--- src/rtl/txarb.sv ---
// txarb: round-robin arbiter that shares one txuart among NREQ message requesters.
// Latency: request seen in IDLE at edge t -> grant/addr at t+1, first o_tx_stb at t+3; 3 cycles min between bytes.
// Backpressure: o_tx_stb/o_tx_data are held until an edge with !i_tx_busy (the handoff); one message completes before the next grant.
//
// Ports:
//   i_clk, i_reset_n          clock, synchronous active-low reset
//   i_req[NREQ]               level request, held until the matching o_done pulse
//   i_base/i_len[NREQ*AW]     per-requester start address and byte count, sampled at grant
//   o_grant[NREQ]             one-hot owner of the transmitter, 0 when idle
//   o_done[NREQ]              one-cycle completion pulse to the owner
//   o_busy                    high in every state except IDLE
//   o_mem_addr, i_mem_data    memory read port, data valid the cycle after the address
//   o_tx_stb, o_tx_data,
//   i_tx_busy                 txuart strobe/busy handshake
module txarb #(
  parameter int NREQ = 4,
  parameter int AW   = 11
) (
  input  logic              i_clk,
  input  logic              i_reset_n,
  input  logic [NREQ-1:0]   i_req,
  input  logic [NREQ*AW-1:0] i_base,
  input  logic [NREQ*AW-1:0] i_len,
  output logic [NREQ-1:0]   o_grant,
  output logic [NREQ-1:0]   o_done,
  output logic              o_busy,
  output logic [AW-1:0]     o_mem_addr,
  input  logic [7:0]        i_mem_data,
  output logic              o_tx_stb,
  output logic [7:0]        o_tx_data,
  input  logic              i_tx_busy
);

  localparam int PW = (NREQ > 1) ? $clog2(NREQ) : 1;

  typedef enum logic [2:0] {IDLE, LOAD, READ, SEND, DONE} state_t;

  state_t          state;
  logic [PW-1:0]   ptr;
  logic [AW-1:0]   cnt;

  logic            pick_vld;
  logic [PW-1:0]   pick_idx;
  logic [PW-1:0]   pick_nxt;
  logic [NREQ-1:0] pick_oh;
  logic [AW-1:0]   pick_base;
  logic [AW-1:0]   pick_len;

  // Round-robin pick. Both passes scan downward so the lowest matching index
  // is the last assignment; the second pass (indices at/above the pointer)
  // overrides the first (wrapped indices below the pointer).
  always_comb begin
    pick_vld  = 1'b0;
    pick_idx  = '0;
    pick_base = '0;
    pick_len  = '0;
    for (int k = NREQ - 1; k >= 0; k--) begin
      if (i_req[k] && (k < int'(ptr))) begin
        pick_vld  = 1'b1;
        pick_idx  = PW'(k);
        pick_base = i_base[k*AW +: AW];
        pick_len  = i_len[k*AW +: AW];
      end
    end
    for (int k = NREQ - 1; k >= 0; k--) begin
      if (i_req[k] && (k >= int'(ptr))) begin
        pick_vld  = 1'b1;
        pick_idx  = PW'(k);
        pick_base = i_base[k*AW +: AW];
        pick_len  = i_len[k*AW +: AW];
      end
    end
    pick_nxt = (int'(pick_idx) == NREQ - 1) ? '0 : pick_idx + PW'(1);
    pick_oh  = NREQ'(1) << pick_idx;
  end

  always_ff @(posedge i_clk) begin
    if (!i_reset_n) begin
      state      <= IDLE;
      ptr        <= '0;
      cnt        <= '0;
      o_grant    <= '0;
      o_done     <= '0;
      o_busy     <= 1'b0;
      o_mem_addr <= '0;
      o_tx_stb   <= 1'b0;
      o_tx_data  <= '0;
    end else begin
      case (state)
        IDLE: begin
          if (pick_vld) begin
            o_grant    <= pick_oh;
            o_mem_addr <= pick_base;
            cnt        <= pick_len;
            ptr        <= pick_nxt;
            o_busy     <= 1'b1;
            if (pick_len == '0) begin
              // Empty message: straight to the completion pulse.
              o_done <= pick_oh;
              state  <= DONE;
            end else begin
              state <= LOAD;
            end
          end
        end
        LOAD: state <= READ;
        READ: begin
          o_tx_data <= i_mem_data;
          o_tx_stb  <= 1'b1;
          state     <= SEND;
        end
        SEND: begin
          if (o_tx_stb && !i_tx_busy) begin
            o_tx_stb <= 1'b0;
            cnt      <= cnt - AW'(1);
            if (cnt == AW'(1)) begin
              // o_done is registered, so it is raised here to be high in DONE.
              o_done <= o_grant;
              state  <= DONE;
            end else begin
              o_mem_addr <= o_mem_addr + AW'(1);
              state      <= LOAD;
            end
          end
        end
        DONE: begin
          o_done  <= '0;
          o_grant <= '0;
          o_busy  <= 1'b0;
          state   <= IDLE;
        end
        default: state <= IDLE;
      endcase
    end
  end

endmodule

--- config.mk ---
export PLATFORM = sky130hd
export DESIGN_NAME = txarb
export DESIGN_NICKNAME = d
export VERILOG_FILES = /design/src/rtl/txarb.sv
export SDC_FILE = /design/constraint.sdc
export NUM_CORES = 1
export LEC_CHECK = 0
export ABC_AREA = 1
export CORE_MARGIN = 2
export CORE_UTILIZATION = 45
export DETAILED_ROUTE_END_ITERATION = 8
export GPL_TIMING_DRIVEN = 0
export HOLD_SLACK_MARGIN = 0.1
export PLACE_DENSITY = 0.92
export SYNTH_ARGS = -nofsm -noshare
export SYNTH_HDL_FRONTEND = slang
export SYNTH_SLANG_ARGS = --single-unit
--- constraint.sdc ---
create_clock -name i_clk -period 2.7 [get_ports i_clk]
set_input_delay 0.54 -clock i_clk [delete_from_list [all_inputs] [get_ports i_clk]]
set_output_delay 0.54 -clock i_clk [all_outputs]
set_load 0.005 [all_outputs]
* Word-level counts from Yosys, hierarchy flattened *
Cells that the tools add are included.

storage, ports and cells
  register bits after elaboration = 45
  bits of input ports = 103

cells by class
  add/subtract/negate cells = 3
  order comparisons = 6
  eq/ne operators = 11
  shift-type cells = 1
  mux-type cells = 52
  reduce and logical (&&, ||, !) cells = 21

operators by type and width
  kind                                                                          number
  11-bit two-way mux                                                            19
  11-bit one-hot mux with 2 select lines                                        2
  4-bit two-way mux                                                             5
  2-bit two-way mux                                                             8
  3-bit two-way mux                                                             4
  3-bit one-hot mux with 4 select lines                                         1
  4-bit one-hot mux with 3 select lines                                         1
  11-bit by 1-bit adder with 11-bit output (second input constant)              1
  11-bit by 1-bit == test with 1-bit output (second input constant)             1
  11-bit zero test                                                              1
  11-bit by 1-bit subtractor with 11-bit output (second input constant)         1
  2-bit inequality test (second input constant)                                 5
  1-bit two-way mux                                                             9
  4-bit one-hot mux with 2 select lines                                         1
  2-bit AND reduction                                                           4
  1-bit logical AND                                                             7
  3-bit by 2-bit == test with 1-bit output (second input constant)              2
  2-bit nonzero test                                                            3
  5-bit AND reduction                                                           1
  1-bit by 2-bit >= comparator with 1-bit output (first input constant)         2
  1-bit by 2-bit less-than comparator with 1-bit output (first input constant)  2
  1-bit one-hot mux with 2 select lines                                         2
  4-bit AND reduction                                                           1
  1-bit by 2-bit << shifter with 4-bit output (first input constant)            1
  10 further kinds                                                              10

* Depth between registers and ports, before layout *
  depth after elaboration = 13
  mapped depth = 16

* Least setup slack after synthesis *
OpenSTA, ideal clock, no wires.

  path type = input port to flip-flop
  start point = input i_req[1]
  end point = register o_done[0]
  setup time = 72 ps
  data arrival time = 1987 ps
  path slack = 641 ps
  stages = 12
  buffers on the path = 1
  cells stage by stage = inv_1 -> nor2_1 -> inv_1 -> nand2_2 -> clkbuf_1 -> a21oi_1 -> inv_1 -> ha_1 -> nand3_1 -> nand2_1 -> nand3_1 -> a21oi_1

between the ends
  cells in the longest elaborated chain, start to end = 11

ends and longest elaborated chain
  what                                         line  source
  from (decl)                                  21    input logic [NREQ-1:0] i_req,
  1-bit logical AND                            58    if (i_req[k] && (k < int'(ptr))) begin
  2-bit two-way mux (2 in series)              58
  2-bit two-way mux (4 in series)              66    if (i_req[k] && (k >= int'(ptr))) begin
  1-bit by 2-bit << shifter with 4-bit output  74    pick_oh = NREQ'(1) << pick_idx;
  4-bit two-way mux                            97    if (pick_len == '0) begin
  4-bit two-way mux                            91    if (pick_vld) begin
  4-bit one-hot mux with 3 select lines        89    case (state)
  to (signal assigned)                         99    o_done <= pick_oh;
  to (signal assigned)                         118   o_done <= o_grant;
  to (decl)                                    25    output logic [NREQ-1:0] o_done,

Several ways; a longest one is shown, not always the timed one. The select of a mux whose other input is x is not followed.
A chain may end at the register's enable or synchronous reset.

* Worst setup path in the final report *
  start point = input i_req[2]
  end point = register o_done[1]

between the ends
  cells in the longest elaborated chain, start to end = 12

ends and longest elaborated chain
  what                                         line
  1-bit logical AND                            58
  2-bit two-way mux (3 in series)              58
  2-bit two-way mux (4 in series)              66
  1-bit by 2-bit << shifter with 4-bit output  74
  4-bit two-way mux                            97
  4-bit two-way mux                            91
  4-bit one-hot mux with 3 select lines        89

Several ways; a longest one is shown, not always the timed one. The select of a mux whose other input is x is not followed.

==> impl_metrics.toml <==
[floorplanning]
placeableCoreArea_um2 = 7650
die_y_um = 92.4
floorplan.initialDensity = 0.460
core.rowCount = 32
io_pins = 132
die-area_um2 = 8530
chipWidth_um = 92.4

[layout]
fill_cells = 679
register_area_um2 = 901
post-route-util = 0.665
design_area_um2 = 5080
multi_input_gate_area_in_the_final_layout_um2 = 2320
post_route_cells_drive_above_1_share = 0.0595
syn_to_final_growth_pct = 44.6
diodes = 0
layout.nets = 832

[synth]
synth_area_per_cell_um2 = 6.00
synth_simple_gate_area_share = 0.332
yosysMostFrequentCell = "sky130_fd_sc_hd__nand2_1"
synth_nets = 696
post_synth_num_cell_types = 36
asyncSetResetFlopFracSynth = 0
synth.largest_area_cell = "sky130_fd_sc_hd__dfxtp_1"
synth_compound_gate_area_share = 0.283
leading_post_synthesis_cells_by_cell_area = "sky130_fd_sc_hd__dfxtp_1, sky130_fd_sc_hd__nand2_1, sky130_fd_sc_hd__a21oi_1"
combined_area_of_all_synthesized_cells_um2 = 3510
synth_top_area_share = 0.256
synth.cells.most_frequent = "sky130_fd_sc_hd__nand2_1, sky130_fd_sc_hd__a21oi_1, sky130_fd_sc_hd__nor2_1"
yosysWarningCount = 0
synth-adder-area-share = 0.0249
synth-edff-count = 0
synth.yosys.seq_area_share = 0.256
post_synth_mux_area_share = 0
synth_flop_cell = "sky130_fd_sc_hd__dfxtp_1"
main_combinational_cell_family_by_area_after_synthesis = "simple AND/OR/NAND/NOR gates"
synth_cells = 586
ys_ff_latch = 45
synthXorXnorAreaFrac = 0.0125

[route]
met1Wirelength_mm = 5.11
dr.first_iter.drc_count = 425
wirelength_mm = 12.8
wl_met2_mm = 6.12
met3_length_mm = 1.14
detailroute.via_count = 4786
detail_route.first_pass.iterations = 5
topmost_layer_with_routed_signal_wires = "met4"
drc_errors = 0
route.detailed.vias_per_inst = 5.80
mean_routed_wirelength_per_cell_um = 15.5
ant_nets = 0

[cts]
cells_resized_by_post_cts_repair = 1
holdBufCountCts = 0
worst_setup_hold_path_clk_slew_ps = 80
clock_tree.htree_level_count = 2
cts-root-to-sink-buffers = 2
worst_skew_pair_latency_ps = 300
post_cts_setup_buffer_count = 0
cts_sinks = 45
cts_tree = "done"
numCtsBuffers = 5
cts_root_buf = "sky130_fd_sc_hd__clkbuf_8"

[pwr]
switchingPower_uw = 2070
power.clock.fraction = 0.123
p_leak_uw = 0.00217
vdd.ir_drop.worst_mv = 0.550
total_power_uw = 4350
power.share.combinational = 0.612
cellPowerDensity_nw_per_um2 = 857
p_seq_frac = 0.265
sw_frac_of_total = 0.476
internal-power_uw = 2280

[grt]
global_route.usage.total = 0.289
grt_pass1_wl_mm = 20.4
antenna_found_initial = 0
first_global_vias = 4599
grt_start_max_net_pins = 17
grt_remaining_overflow = 0

[setup_path]
crit_path_start_kind = "primary input"
timing.critical_path.buf_inv = 4
required_ps = 2930
crit_family = "buffers and inverters"
path_cells = "clkdlybuf4s50_1, nand2_2, clkbuf_4, clkbuf_4, o21ai_0, nand2_1, nand2_1, inv_1, ha_1, nand3_1, nand2_1, nand3_1, a21oi_1"
critical_path.max_stage_delay_ps = 540
endpoint_kind = "register"
critical_path_type = "primary input to register"
crit_path_max_fanout = 10
slowest_stage = "sky130_fd_sc_hd__clkdlybuf4s50_1"
critPathArrivalTime_ps = 2790
cp_common_cell = "sky130_fd_sc_hd__nand2_1"

[run]
drv.max_cap_violation_count = 0

[sta]
share_of_the_clock_period_used_by_the_worst_path_after_layout = 0.949
timing_hold_violations_final = 0
setup_viol = 0
post-route-min-period_ps = 2560
max_freq_mhz = 390
worst_pin_slew_ps = 980
worst_clock_skew_ps = 8.65
final.setup.tns_ps = 0
report.final.slew_viol_count = 0
max_slew_margin = 0.342

[hold_path]
min_path_type = "register to register"

[place]
place.port_buffers = 129
hpwl_mm = 9.55
placed_area_um2 = 4930
gp_congestion = 0.940

[status]
outcome = "finished clean"
-- stage by stage --
| stage | setup slack, ps | hold WS (ps) | std cells |
|---|---|---|---|
| 2_1_floorplan | 641 | 448 | 586 |
| 3_3_place_gp | -353 | 454 | 817 |
| 3_5_place_dp | -428 | 462 | 817 |
| 4_1_cts | 19.4 | 475 | 825 |
| 5_1_grt | -7.58 | 497 | 825 |
| 6_report | 137 | 471 | 825 |
-- power by group through the flow --
stage	clock network, µW	logic [µW]	registers (µW)
final	534	2670	1150
after global routing	566	2940	1190
after CTS	541	2590	1140
after detailed placement	0	2570	1150
after global placement	0	2490	1140
after floorplan	0	1630	1120
-- worst paths after layout --
check                                from         to  slack (ps)  depth (start not counted)
worst min-delay path            o_done[1]  o_done[1]         470                          2
worst min register to register  o_done[1]  o_done[1]         470                          2
worst max register to register     ptr[1]  o_done[1]         240                         11
worst max-delay path             i_req[2]  o_done[1]         140                         13
-- cells in the final DEF, fill, tap and decap left out, types with 2 or more instances in the layout --
cell type	n
sky130_fd_sc_hd__nor2_2	3
sky130_fd_sc_hd__buf_2	10
sky130_fd_sc_hd__clkbuf_8	5
sky130_fd_sc_hd__inv_1	49
sky130_fd_sc_hd__clkdlybuf4s50_1	129
sky130_fd_sc_hd__clkinv_1	2
sky130_fd_sc_hd__o22ai_1	9
sky130_fd_sc_hd__a21oi_1	59
sky130_fd_sc_hd__clkbuf_2	2
sky130_fd_sc_hd__a31oi_1	12
sky130_fd_sc_hd__or2_2	3
sky130_fd_sc_hd__nor2_1	57
sky130_fd_sc_hd__clkbuf_1	13
sky130_fd_sc_hd__a211o_1	10
sky130_fd_sc_hd__nand2_1	146
sky130_fd_sc_hd__o211ai_1	19
sky130_fd_sc_hd__o21ai_1	2
sky130_fd_sc_hd__o21ai_0	50
sky130_fd_sc_hd__ha_1	7
sky130_fd_sc_hd__dfxtp_1	45
sky130_fd_sc_hd__nand2_2	6
sky130_fd_sc_hd__nor3_1	4
sky130_fd_sc_hd__nand4_1	2
sky130_fd_sc_hd__clkbuf_4	2
sky130_fd_sc_hd__nand3_1	54
sky130_fd_sc_hd__xor2_1	4
sky130_fd_sc_hd__inv_6	2
-- area by class of cell --
type	instances	area share
buffer	29	0.0266
clock buffer	5	0.0135
clock inverter	3	0.00935
inverter	52	0.0384
multi-input combinational	460	0.456
sequential	45	0.177
tap	102	0.0251
timing repair buffer	129	0.254
-- sequential cells by signal (all words and copies together) (netlist names), 2 cells and up --
name,count
o_done,4
o_tx_data,8
cnt,11
o_mem_addr,11
o_grant,4
ptr,2
state,3
-- worst reg2reg max path, cell delays in order (launching register included) --
cell and delay, ps:
sky130_fd_sc_hd__dfxtp_1 490, sky130_fd_sc_hd__nor2_1 130, sky130_fd_sc_hd__nand2_2 190, sky130_fd_sc_hd__buf_2 260
sky130_fd_sc_hd__clkbuf_1 370, sky130_fd_sc_hd__nand2_1 200, sky130_fd_sc_hd__inv_1 140, sky130_fd_sc_hd__ha_1 190
sky130_fd_sc_hd__nand3_1 90, sky130_fd_sc_hd__nand2_1 90, sky130_fd_sc_hd__nand3_1 80, sky130_fd_sc_hd__a21oi_1 150
-- logic make-up (layout without fill, tap and decap cells) --
logic type / after synthesis / in the layout
simple gates: 279 / 279
compound gates: 169 / 169
buf+inv: 81 / 218
flops: 45 / 45
fa+ha+maj: 7 / 7
xor+xnor: 5 / 5
-- metal layers --
| metal | GRT usage | vias to the layer above |
|---|---|---|
| li1 | - | 2263 |
| met1 | 0.347 | 2203 |
| met2 | 0.502 | 276 |
| met3 | 0.0586 | 44 |
| met4 | 0.122 | 0 |
| met5 | 0 | - |
No activity file was read; power rests on OpenSTA's default activity.
==> edit 1 (config.mk and constraints unchanged) <==
Re-encode `state_t` (5 states) as one-hot, 5 bits wide.
--- a/src/rtl/txarb.sv
+++ b/src/rtl/txarb.sv
@@ -34,5 +34,5 @@
   localparam int PW = (NREQ > 1) ? $clog2(NREQ) : 1;
 
-  typedef enum logic [2:0] {IDLE, LOAD, READ, SEND, DONE} state_t;
+  typedef enum logic [4:0] {IDLE = 5'b00001, LOAD = 5'b00010, READ = 5'b00100, SEND = 5'b01000, DONE = 5'b10000} state_t;
 
   state_t          state;
Behaviour: same outputs for any inputs over 10 cycles, from zero or initial values and one cycle with i_reset_n low; not proved beyond that.
==> edit 1 against the unedited design <==
Wire length increased by 0.86%. First-iteration DRC count decreased by 21%. Design area increased by 3.6%. Sequential cell count increased by 2. Critical path depth increased by 1. Setup slack improved by 0.031 ns. Largest cell class unchanged. Critical path type unchanged. Register-to-register slack improved by 0.07 ns. Synthesized area increased by 5.3%. Total power decreased by 12%.
==> edit 1: results (changes against the unedited design) <==
- The setup clock skew after layout is 0.00486 ns (was 0.00865 ns).
* Endpoint of the worst hold path: o_tx_stb (was o_done[1])
* Placed wire-length estimate: 9990 um (was 9550 um)
* List of most frequent post-synthesis cells: sky130_fd_sc_hd__nand2_1 (137), sky130_fd_sc_hd__nor2_1 (64), sky130_fd_sc_hd__inv_1 (60) (was sky130_fd_sc_hd__nand2_1 (146), sky130_fd_sc_hd__a21oi_1 (61), sky130_fd_sc_hd__nor2_1 (59))
* Hold path start: o_tx_stb (was o_done[1])
* Placer's final routability congestion estimate: 0.922 (was 0.940)
* Largest net degree at the start of global routing: 20 (was 17)
- Run status: finished clean (unchanged)
- The XOR/XNOR share of the synthesized area was 0.0142 (was 0.0125).
- Fraction of the yosys area taken by sequential cells: 0.254 (was 0.256)
- Filler cell count in the final layout: 744 (was 679)
* Wire length of the first global-routing pass: 20,800 um (was 20,400 um)
- Smallest hold slack: 0.479 ns (was 0.471 ns)
* Final-stage net count: 848 (was 832)
- The count of cells resized by post-cts repair came to 0 (was 1).
* Synthesized-area fraction occupied by adder cells: 0.0237 (was 0.0249)
- Global-route met1 utilization: 0.351 (was 0.347)
- Peak supply drop: 0.000423 V (was 0.000550 V)
- Delay contributed by the slowest stage of the critical path: 0.61 ns (was 0.54 ns)
* GRT Total Usage: 0.288 (was 0.289)
- The DRC marker count from the first detailed-route iteration came to 334 (was 425).
- The cell family contributing the most delay on the critical path was simple AND/OR/NAND/NOR gates (was buffers and inverters).
- The number of port buffers came to 130 (was 129).
- Slew of the pin with the lowest slew margin: 0.834 ns (was 0.980 ns)
- The mean routed wirelength per cell was 15.3 um (was 15.5 um).
- The maximum net fanout on the critical path is 19 (was 10).
* Top area cells in the synthesized netlist: sky130_fd_sc_hd__dfxtp_1 (25%), sky130_fd_sc_hd__nand2_1 (14%), sky130_fd_sc_hd__a21oi_1 (7.0%), sky130_fd_sc_hd__nor2_1 (6.5%), sky130_fd_sc_hd__nand3_1 (6.4%) (was sky130_fd_sc_hd__dfxtp_1 (26%), sky130_fd_sc_hd__nand2_1 (16%), sky130_fd_sc_hd__a21oi_1 (8.7%), sky130_fd_sc_hd__nand3_1 (7.7%), sky130_fd_sc_hd__o21ai_0 (7.1%))
- The number of global-route vias before repair came to 4,515 (was 4,599).
* DRT met1 WL: 5120 um (was 5110 um)
- Complex-gate fraction of the synthesized area: 0.273 (was 0.283)
* Leakage Power: 0.00227 uW (was 0.00217 uW)
- Library cells used by synthesis: 40 (was 36)
- The met2 track demand over resource in global routing is 0.507 (was 0.502).
* Wire length on met3: 1010 um (was 1140 um)
- Length of routed met2 wiring: 6420 um (was 6120 um)
* R2R depth: 14 (was 11)
- Fraction of final layout cells sized beyond drive strength 1: 0.0731 (was 0.0595)
- Setup slack of the most critical reg-to-reg path: 0.31 ns (was 0.24 ns)
==> edit 1: changes by cell type after synthesis, sizes merged, moves of 5 or more <==
cell	before	now
a21oi	61	54
inv	50	68
nand2	152	144
nand4	2	7
nor2	61	67
==> edit 1: power by group <==
group | total [uW] | switching [uW] | internal, uW
sequential | 1060 | 177 | 881
clock | 526 | 250 | 276
combinational | 2240 | 1300 | 936
total | 3820 | 1730 | 2090
==> edit 1: cell families after synthesis <==
| group | count (synthesis) |
|---|---|
| flip-flops | 47 |
| XOR/XNOR | 6 |
| adder cells (fa/ha/maj) | 7 |
| buffers and inverters | 100 |
| AO/OA/AOI/OAI | 168 |
| AND/OR/NAND/NOR | 274 |
==> edit 1: cell type report <==
| cell class | count | area share |
|---|---|---|
| inverters | 69 | 0.0492 |
| multi-input cells | 455 | 0.450 |
| flip-flops and latches | 47 | 0.179 |
| clock buffers | 5 | 0.0131 |
| well taps | 105 | 0.0249 |
| repair buffers | 130 | 0.247 |
| plain buffers | 30 | 0.0292 |
| clock inverters | 3 | 0.00832 |
==> edit 1: how the worst max path moves through the flow <==
stage          startpoint   endpoint  slack [ns]  depth (start not counted)
2_1_floorplan      ptr[1]  o_done[0]        0.64                         15
3_3_place_gp     i_req[1]  o_done[1]       -0.29                         15
3_5_place_dp     i_req[2]  o_done[1]       -0.34                         15
4_1_cts          i_req[1]  o_done[1]       0.002                         15
5_1_grt          i_req[2]  o_done[3]        0.01                         14
6_report         i_req[2]  o_done[1]        0.17                         14
==> edit 1: stage by stage <==
step	util	instances	setup slack (ns)	TNS [ns]	area [um^2]
after global placement	0.635	837	-0.290	-3.51	5130
final	0.651	844	0.169	0	5270
after CTS	0.648	844	0.00159	0	5240
after detailed placement	0.635	837	-0.344	-4.29	5130
after floorplan	-	602	0.638	0	3700
after global routing	0.651	844	0.0121	0	5270
==> edit 2 (same flow settings) <==
Without the edit above. `NREQ`: 4 -> 8.
--- a/src/rtl/txarb.sv
+++ b/src/rtl/txarb.sv
@@ -14,5 +14,5 @@
 //   i_tx_busy                 txuart strobe/busy handshake
 module txarb #(
-  parameter int NREQ = 4,
+  parameter int NREQ = 8,
   parameter int AW   = 11
 ) (
Ports: changed (5 resized); port bits go from 132 to 232. No check against the original RTL was run, so the function may have changed too.
==> edit 2 against the unedited design <==
Non-clock buffer count increased by 170. Final cell count increased by 99%. The flow now finishes with violations (negative setup slack). Design area increased by 89%. Setup slack got worse by 0.27 ns. Total power increased by 69%. Critical path depth increased by 12. Sequential cell count increased by 9. Wire length increased by 140%. Combinational power increased by 100%. Synthesized area increased by 79%.
==> edit 2: results (changes against the unedited design) <==
* Sequential cell area in the final layout: 1090 um^2 (was 901 um^2)
- Failing checks: negative setup slack
- Final-layout clock-cell area share: 0.0145 (was 0.0229)
- The worst setup timing slack at the placement stage is -0.979 ns (was -0.428 ns).
- Part of the power in combinational logic: 0.735 (was 0.612)
* Top area cells in the synthesized netlist: sky130_fd_sc_hd__nand2_1 (23%), sky130_fd_sc_hd__dfxtp_1 (17%), sky130_fd_sc_hd__nand3_1 (8.6%), sky130_fd_sc_hd__a21oi_1 (8.4%), sky130_fd_sc_hd__o21ai_0 (7.7%) (was sky130_fd_sc_hd__dfxtp_1 (26%), sky130_fd_sc_hd__nand2_1 (16%), sky130_fd_sc_hd__a21oi_1 (8.7%), sky130_fd_sc_hd__nand3_1 (7.7%), sky130_fd_sc_hd__o21ai_0 (7.1%))
- Delay contributed by the slowest stage of the critical path: 0.41 ns (was 0.54 ns)
* Post-route total power: 7350 uW (was 4350 uW)
- The placer's final routability congestion estimate is 1.02 (was 0.940).
* Post-route worst setup slack: -0.131 ns (was 0.137 ns)
- Layout multi-input combinational cell count: 961 (was 460)
* GRT Total Usage: 0.397 (was 0.289)
- The wire length of the first global-routing pass was 46,400 um (was 20,400 um).
- Final-stage net count: 1,664 (was 832)
* Run status: complete, but fails checks (was finished clean)
- Total setup violations reported at the end of the flow: 9 (was 0)
* Critical setup path kind: flop to flop (was input pin to flop)
- The power per unit of standard cell area is 765 nW/um^2 (was 857 nW/um^2).
- Post-Synthesis Net Count: 1,399 (was 696)
- Wire length on met3: 3390 um (was 1140 um)
- Largest registers ranked by flip-flop count: cnt (11), o_mem_addr (11) (was cnt (11), o_mem_addr (11), o_tx_data (8))
- Vias after detailed routing: 9,762 (was 4,786)
- List of most frequent post-synthesis cells: sky130_fd_sc_hd__nand2_1 (379), sky130_fd_sc_hd__nor2_1 (124), sky130_fd_sc_hd__nand3_1 (108) (was sky130_fd_sc_hd__nand2_1 (146), sky130_fd_sc_hd__a21oi_1 (61), sky130_fd_sc_hd__nor2_1 (59)).
* R2R depth: 25 (was 11)
- The XOR/XNOR share of the synthesized area was 0.0167 (was 0.0125).
- Worst path top cell family by delay: simple AND/OR/NAND/NOR gates (was buffers and inverters)
- The cell with the largest stage delay on the worst path is sky130_fd_sc_hd__dfxtp_4 (was sky130_fd_sc_hd__clkdlybuf4s50_1).
* Antenna violations before repair: 2 (was 0)
[edit 2: what timing repair did]
| action | in CTS | in global routing |
|---|---|---|
| setup buffers | 18 | 9 |
| gates resized for setup | 113 | 58 |
| endpoints found under the setup margin | 43 | 37 |
| gates cloned | 3 | 1 |
| pin swaps | 14 | 19 |
[edit 2: through the flow]
stage | cells | setup TNS [ns] | hold slack [ns]
final | 1641 | -1.12 | 0.476
after global routing | 1641 | -3.05 | 0.489
after CTS | 1632 | -0.0263 | 0.474
after detailed placement | 1604 | -32.11 | 0.463
after global placement | 1604 | -30.36 | 0.454
after floorplan | 1195 | 0 | 0.445
[edit 2: how the worst min path moves through the flow]
stage	cells after the start	slack, ns	from	end
after floorplan	2	0.45	cnt[10]	cnt[10]
after detailed placement	2	0.46	o_done[0]	o_done[0]
after global placement	2	0.45	cnt[10]	cnt[10]
after global routing	2	0.49	o_done[0]	o_done[0]
final	2	0.48	cnt[10]	cnt[10]
after CTS	2	0.47	o_done[0]	o_done[0]
